--- config.mk ---
export PLATFORM = sky130hd
export DESIGN_NAME = evaluate_collect
export DESIGN_NICKNAME = d
export VERILOG_FILES = /design/src/rtl/evaluate_collect.sv
export SDC_FILE = /design/constraint.sdc
export NUM_CORES = 2
export LEC_CHECK = 0
export CAP_MARGIN = 20
export CORE_MARGIN = 2
export CORE_UTILIZATION = 54
export CTS_BUF_LIST = sky130_fd_sc_hd__clkbuf_2 sky130_fd_sc_hd__clkbuf_4 sky130_fd_sc_hd__clkbuf_8
export CTS_CLUSTER_SIZE = 24
export DETAILED_ROUTE_END_ITERATION = 8
export GPL_TIMING_DRIVEN = 0
export PLACE_DENSITY = 0.83
export SLEW_MARGIN = 40
export SYNTH_ARGS = -nofsm -noshare
export SYNTH_HDL_FRONTEND = slang
export SYNTH_SLANG_ARGS = --single-unit
--- constraint.sdc ---
create_clock -name clk -period 7.3 [get_ports clk]
set_input_delay 1.095 -clock clk [delete_from_list [all_inputs] [get_ports clk]]
set_output_delay 1.095 -clock clk [all_outputs]
set_load 0.05 [all_outputs]
--- src/rtl/evaluate_collect.sv ---
// evaluate_collect: initiator side of the evaluator handshake. Fans a latched board out to
// NUM_EVAL evaluators, gathers their mg/eg terms and returns one phase-tapered signed score.
`ifndef BOARD_WIDTH
`define BOARD_WIDTH 64
`endif

module evaluate_collect #(
   parameter int EVAL_WIDTH = 24,
   parameter int NUM_EVAL   = 4,
   parameter int TIMEOUT    = 63
) (
   input  logic                           clk,
   input  logic                           reset,
   input  logic                           start,
   input  logic [`BOARD_WIDTH-1:0]        board_in,
   input  logic [8:0]                     phase_in,
   output logic                           busy,
   output logic [`BOARD_WIDTH-1:0]        board,
   output logic                           board_valid,
   output logic                           clear_eval,
   input  logic [NUM_EVAL*EVAL_WIDTH-1:0] eval_mg_in,
   input  logic [NUM_EVAL*EVAL_WIDTH-1:0] eval_eg_in,
   input  logic [NUM_EVAL-1:0]            eval_valid_in,
   output logic [EVAL_WIDTH-1:0]          result,
   output logic                           result_error,
   output logic                           result_valid,
   input  logic                           result_ready,
   output logic [2:0]                     state_dbg
);
   localparam int SW = EVAL_WIDTH + 4;
   localparam int TW = SW + 11;
   localparam int CW = $clog2(TIMEOUT + 1);
   localparam logic signed [TW-1:0] SAT_MAX = {{(TW-EVAL_WIDTH+1){1'b0}}, {(EVAL_WIDTH-1){1'b1}}};
   localparam logic signed [TW-1:0] SAT_MIN = {{(TW-EVAL_WIDTH+1){1'b1}}, {(EVAL_WIDTH-1){1'b0}}};

   typedef enum logic [2:0] {S_IDLE, S_ASSERT, S_WAIT, S_SUM, S_TAPER, S_OUT, S_RECOVER} state_t;
   state_t state, state_next;

   logic [NUM_EVAL-1:0]   captured, captured_now;
   logic [EVAL_WIDTH-1:0] held_mg [NUM_EVAL];
   logic [EVAL_WIDTH-1:0] held_eg [NUM_EVAL];
   logic [CW-1:0]         wait_cnt;
   logic                  recover_cnt;
   logic [8:0]            phase;
   logic signed [SW-1:0]  mg_sum, eg_sum, mg_acc, eg_acc;
   logic signed [TW-1:0]  mg_ext, eg_ext, ph_ext, ph_inv_ext, t_full, t_shift;
   logic [EVAL_WIDTH-1:0] sat_val;
   logic                  all_now, timeout_now;

   // Result handshake: result/result_error are valid while result_valid=1 and are consumed on
   // the cycle result_ready=1; ready while result_valid=0 is ignored.
   assign captured_now = captured | eval_valid_in;
   assign all_now      = &captured_now;
   assign timeout_now  = (wait_cnt == CW'(TIMEOUT - 1));

   always_ff @(posedge clk) begin
      if (reset) state <= S_IDLE;
      else       state <= state_next;
   end

   always_comb begin
      state_next = state;
      case (state)
         S_IDLE:    if (start) state_next = S_ASSERT;
         S_ASSERT:  state_next = S_WAIT;
         S_WAIT:    if (all_now || timeout_now) state_next = S_SUM;
         S_SUM:     state_next = S_TAPER;
         S_TAPER:   state_next = S_OUT;
         S_OUT:     if (result_ready) state_next = S_RECOVER;
         S_RECOVER: if (recover_cnt) state_next = S_IDLE;
         default:   state_next = S_IDLE;
      endcase
   end

   always_comb begin
      busy      = (state != S_IDLE);
      state_dbg = state;
   end

   always_comb begin
      mg_acc = '0;
      eg_acc = '0;
      for (int i = 0; i < NUM_EVAL; i++) begin
         mg_acc = mg_acc + {{4{held_mg[i][EVAL_WIDTH-1]}}, held_mg[i]};
         eg_acc = eg_acc + {{4{held_eg[i][EVAL_WIDTH-1]}}, held_eg[i]};
      end
   end

   // Phase is at most 256, so both weights are non-negative and zero-extend safely.
   always_comb begin
      mg_ext     = {{11{mg_sum[SW-1]}}, mg_sum};
      eg_ext     = {{11{eg_sum[SW-1]}}, eg_sum};
      ph_ext     = {{(TW-9){1'b0}}, phase};
      ph_inv_ext = {{(TW-9){1'b0}}, 9'd256 - phase};
      t_full     = mg_ext * ph_ext + eg_ext * ph_inv_ext;
      t_shift    = t_full >>> 8;
      if (t_shift > SAT_MAX)      sat_val = {1'b0, {(EVAL_WIDTH-1){1'b1}}};
      else if (t_shift < SAT_MIN) sat_val = {1'b1, {(EVAL_WIDTH-1){1'b0}}};
      else                        sat_val = t_shift[EVAL_WIDTH-1:0];
   end

   always_ff @(posedge clk) begin
      if (reset) begin
         board        <= '0;
         board_valid  <= 1'b0;
         clear_eval   <= 1'b0;
         result       <= '0;
         result_error <= 1'b0;
         result_valid <= 1'b0;
         captured     <= '0;
         wait_cnt     <= '0;
         recover_cnt  <= 1'b0;
         phase        <= '0;
         mg_sum       <= '0;
         eg_sum       <= '0;
         for (int i = 0; i < NUM_EVAL; i++) begin
            held_mg[i] <= '0;
            held_eg[i] <= '0;
         end
      end else begin
         clear_eval <= 1'b0;
         case (state)
            S_IDLE: if (start) begin
               board        <= board_in;
               phase        <= (phase_in > 9'd256) ? 9'd256 : phase_in;
               captured     <= '0;
               wait_cnt     <= '0;
               result_error <= 1'b0;
               board_valid  <= 1'b1;
               for (int i = 0; i < NUM_EVAL; i++) begin
                  held_mg[i] <= '0;
                  held_eg[i] <= '0;
               end
            end
            S_WAIT: begin
               captured <= captured_now;
               for (int i = 0; i < NUM_EVAL; i++) begin
                  if (eval_valid_in[i] && !captured[i]) begin
                     held_mg[i] <= eval_mg_in[i*EVAL_WIDTH +: EVAL_WIDTH];
                     held_eg[i] <= eval_eg_in[i*EVAL_WIDTH +: EVAL_WIDTH];
                  end
               end
               if (all_now) begin
                  clear_eval  <= 1'b1;
                  board_valid <= 1'b0;
               end else if (timeout_now) begin
                  result_error <= 1'b1;
                  clear_eval   <= 1'b1;
                  board_valid  <= 1'b0;
               end else begin
                  wait_cnt <= wait_cnt + CW'(1);
               end
            end
            S_SUM: begin
               mg_sum <= mg_acc;
               eg_sum <= eg_acc;
            end
            S_TAPER: begin
               result       <= sat_val;
               result_valid <= 1'b1;
            end
            S_OUT: if (result_ready) begin
               result_valid <= 1'b0;
               recover_cnt  <= 1'b0;
            end
            S_RECOVER: recover_cnt <= 1'b1;
            default: ;
         endcase
      end
   end
endmodule

==> results.md <==
- Final Hold Fails: 0
- Worst setup margin: -960 ps
- Max Cap Viol: 0
- Hold Path Cell Cnt: 2
- Placed cell count: roughly 4.8k
- Worst path most repeated cell: fa_1
- Total track usage: 0.304
- Nets: between 5k and 6k
- Syn_area_per_cell: slightly below 10 um2
- Total clock buffers created by CTS: 57
- H-tree depth: 2
- CTS Buffer Depth: 3
- Post-synth cell types: between 70 and 80
- Max FO, Critical Path: 6
- Clk root buf: clkbuf_8
- Crit path DAT: 8870 ps
- P per Cell Area: between 150 and 200 nW/um2
- Syn_nets: 4564
- Die Y-Extent: roughly 260 um
- DRC viols: 0
- Top area cells in the synthesized netlist: fa_1, dfxtp_1, edfxtp_1
- # hold bufs at CTS: 0
- I/O pins: 369
- Area leader, netlist: fa_1
- Fin cells: around 5k
- Max IR drop VDD: around 160 uV
- Via count: between 20k and 30k
- Max Clock Skew: 42.0 ps
- Pins over their slew limit: 0
- Final TNS setup: -21810 ps
- DIE WIDTH: ~260 um
- Post-Syn Area: between 30000 and 40000 um2
- Most frequent cells after synthesis: fa_1, nand2_1, inv_1, and2_1, dfxtp_1
- Seq/Total Area, Yosys: 0.252
- Min Clock Period, post-route: between 8000 and 9000 ps
- Post-Route WL: 98.8 mm
- First DRT Iteration DRCs: 2321
- Rel. slew slack: 0.371
- Layout cell share with drive strength beyond 1: 0.0748
- Tightest Hold Check Type: reg -> reg
- Final Cycle Share: 1.13
- Worst-Skew Late Latency: 700 ps
- Fmax: around 0.12 GHz
- Cell count after synthesis: between 3k and 4k
- Top cell type's share of synthesized area: 0.332
- Req. time, crit path: just under 8000 ps
- FFs w/ async S/R, synth: 0
- Antenna violations before repair: 2
- Status: finished, violations left
- CP peak stage delay: about 560 ps
- Dominant synthesized flop cell: dfxtp_1
- Post-layout util: 0.660
- DR WL/cell: about 20 um
- Critical path type: reg -> reg
- First-pass GRT wire length: 156 mm
- RePlAce Congestion: between 0.9 and 1
- Vias in the first global route: ~29k
- Unrepaired setup endpoints after global routing: true
- CP max stage cell: fa_1
- Worst-margin pin slew: between 900 and 1000 ps
- Failing checks: setup timing
- Post-route ant nets: 0
- Die Area: around 66000 um2
- Post-synth EDFFs: 144
- Starting Density: 0.546
- Pleak: between 0.015 and 0.02 uW
- Largest net degree at the start of global routing: between 40 and 50
- Buffers on Ports: around 370
- Core Rows: slightly above 90
- Crit start category: flip-flop
- Grt total ovfl: 0
- Detailed placement HPWL: about 80 mm
- Final setup vio count: 24
- Core area: 63100 um2
- Reg2Reg Depth: 32
- CP endpoint kind: flip-flop
- Ys Warns: 0
- Area Overhead vs Synth: 20.8%
- Most frequent cell after synthesis: fa_1
- Finished Cell Area: approximately 42000 um2
- Flops & latches, synth: 361
- DP Area: ~40000 um2
- Clock Pin Slew Worst Setup and Hold Paths: 60 ps
- First-pass DRT Iterations: 5
- Vias per cell: around 5.5
- CTS Sinks: ~360
- CTS tree: done
## where the power goes
part | total (uW) | switching, uW | internal [uW]
logic | 2230 | 1310 | 922
clock network | 1910 | 860 | 1050
registers | 2340 | 86.8 | 2250
## routing by layer
metal | wire, um | vias up | part of all wire | global-route usage
met3 | 9540 | 265 | 0.097 | 0.0644
li1 | - | 12100 | - | -
met4 | 4840 | 4 | 0.049 | 0.136
met1 | 38100 | 13200 | 0.39 | 0.393
met5 | 31 | - | 0.00031 | 0
met2 | 46300 | 1449 | 0.47 | 0.496
## what timing repair did
item / CTS / global route
pin swaps: 26 / 10
cloned: 1 / 1
setup endpoints to repair: 24 / 24
resized for setup: 57 / 40
buffers inserted: 32 / 11
## worst paths after layout
path                  start          to  slack, ps
setup / recovery   phase[0]  result[16]       -960
hold / removal    board[45]   board[45]        450
setup reg to reg   phase[0]  result[16]       -960
hold reg to reg   board[45]   board[45]        450
## worst max-delay path: cells and delay by family, from the launching register on
kind                     cells  cell delay [ps]
AO/OA/AOI/OAI                6             1250
XOR/XNOR                     1              320
adder cells (fa/ha/maj)      9             3980
buffers and inverters       10             1030
flip-flops                   1              390
AND/OR/NAND/NOR              6             1170
## cell type report
| type | instances | area (um2) |
|---|---|---|
| diodes | 1 | 2.50 |
| clock buffers | 90 | 1080 |
| multi-input cells | 2461 | 23600 |
| plain buffers | 191 | 943 |
| repair buffers | 414 | 4120 |
| clock inverters | 14 | 168 |
| inverters | 521 | 1970 |
| flip-flops and latches | 361 | 8680 |
| fillers | 4763 | 21500 |
| well taps | 846 | 1060 |
## cell families (layout without fill, tap and decap cells)
logic type	count (synthesis)	count (layout)	synth area share
DFF	361	361	0.252
other	0	1	0
buffers and inverters	714	1230	0.0789
AOI/OAI and AO/OA	434	434	0.0864
xor gates and xnor gates	72	72	0.0183
and+or+nand+nor	1199	1199	0.166
adders and majority gates	755	755	0.399
muxes	1	1	0.000291
## registers in the layout, indices dropped and copies added (netlist names), 3 cells and up
signal,cells
board,64
captured,4
eg_sum,27
held_eg,96
held_mg,96
mg_sum,27
phase,9
result,24
state_dbg,3
wait_cnt,6
## per-stage QoR
stage,hold slack [ps],worst slack (ps),power [uW]
after CTS,454,-919,6420
after global placement,434,-1950,4370
after global routing,478,-1180,6770
after detailed placement,446,-1660,4440
final,454,-960,6470
after floorplan,416,-270,3700
## cells in the final DEF, fill, tap and decap left out, types with 17 or more instances in the layout
cell type / synthesis / layout
nor3_1: 18 / 17
and2_1: 295 / 295
inv_1: 521 / 517
buf_1: 43 / 42
clkbuf_8: 0 / 72
nor2_1: 147 / 143
fa_1: 571 / 568
clkbuf_4: 0 / 29
or3_1: 31 / 31
clkbuf_1: 143 / 111
a22oi_1: 48 / 48
ha_1: 184 / 175
nand3_1: 32 / 32
nor2b_1: 35 / 35
buf_4: 1 / 38
a21oi_1: 183 / 175
o21ai_0: 39 / 39
a21o_1: 34 / 34
dfxtp_1: 217 / 213
nand2_1: 568 / 565
edfxtp_1: 144 / 144
clkdlybuf4s50_1: 0 / 368
o32ai_2: 20 / 19
xor2_1: 24 / 23
xnor2_1: 48 / 41
No activity file was read; power rests on OpenSTA's default activity.
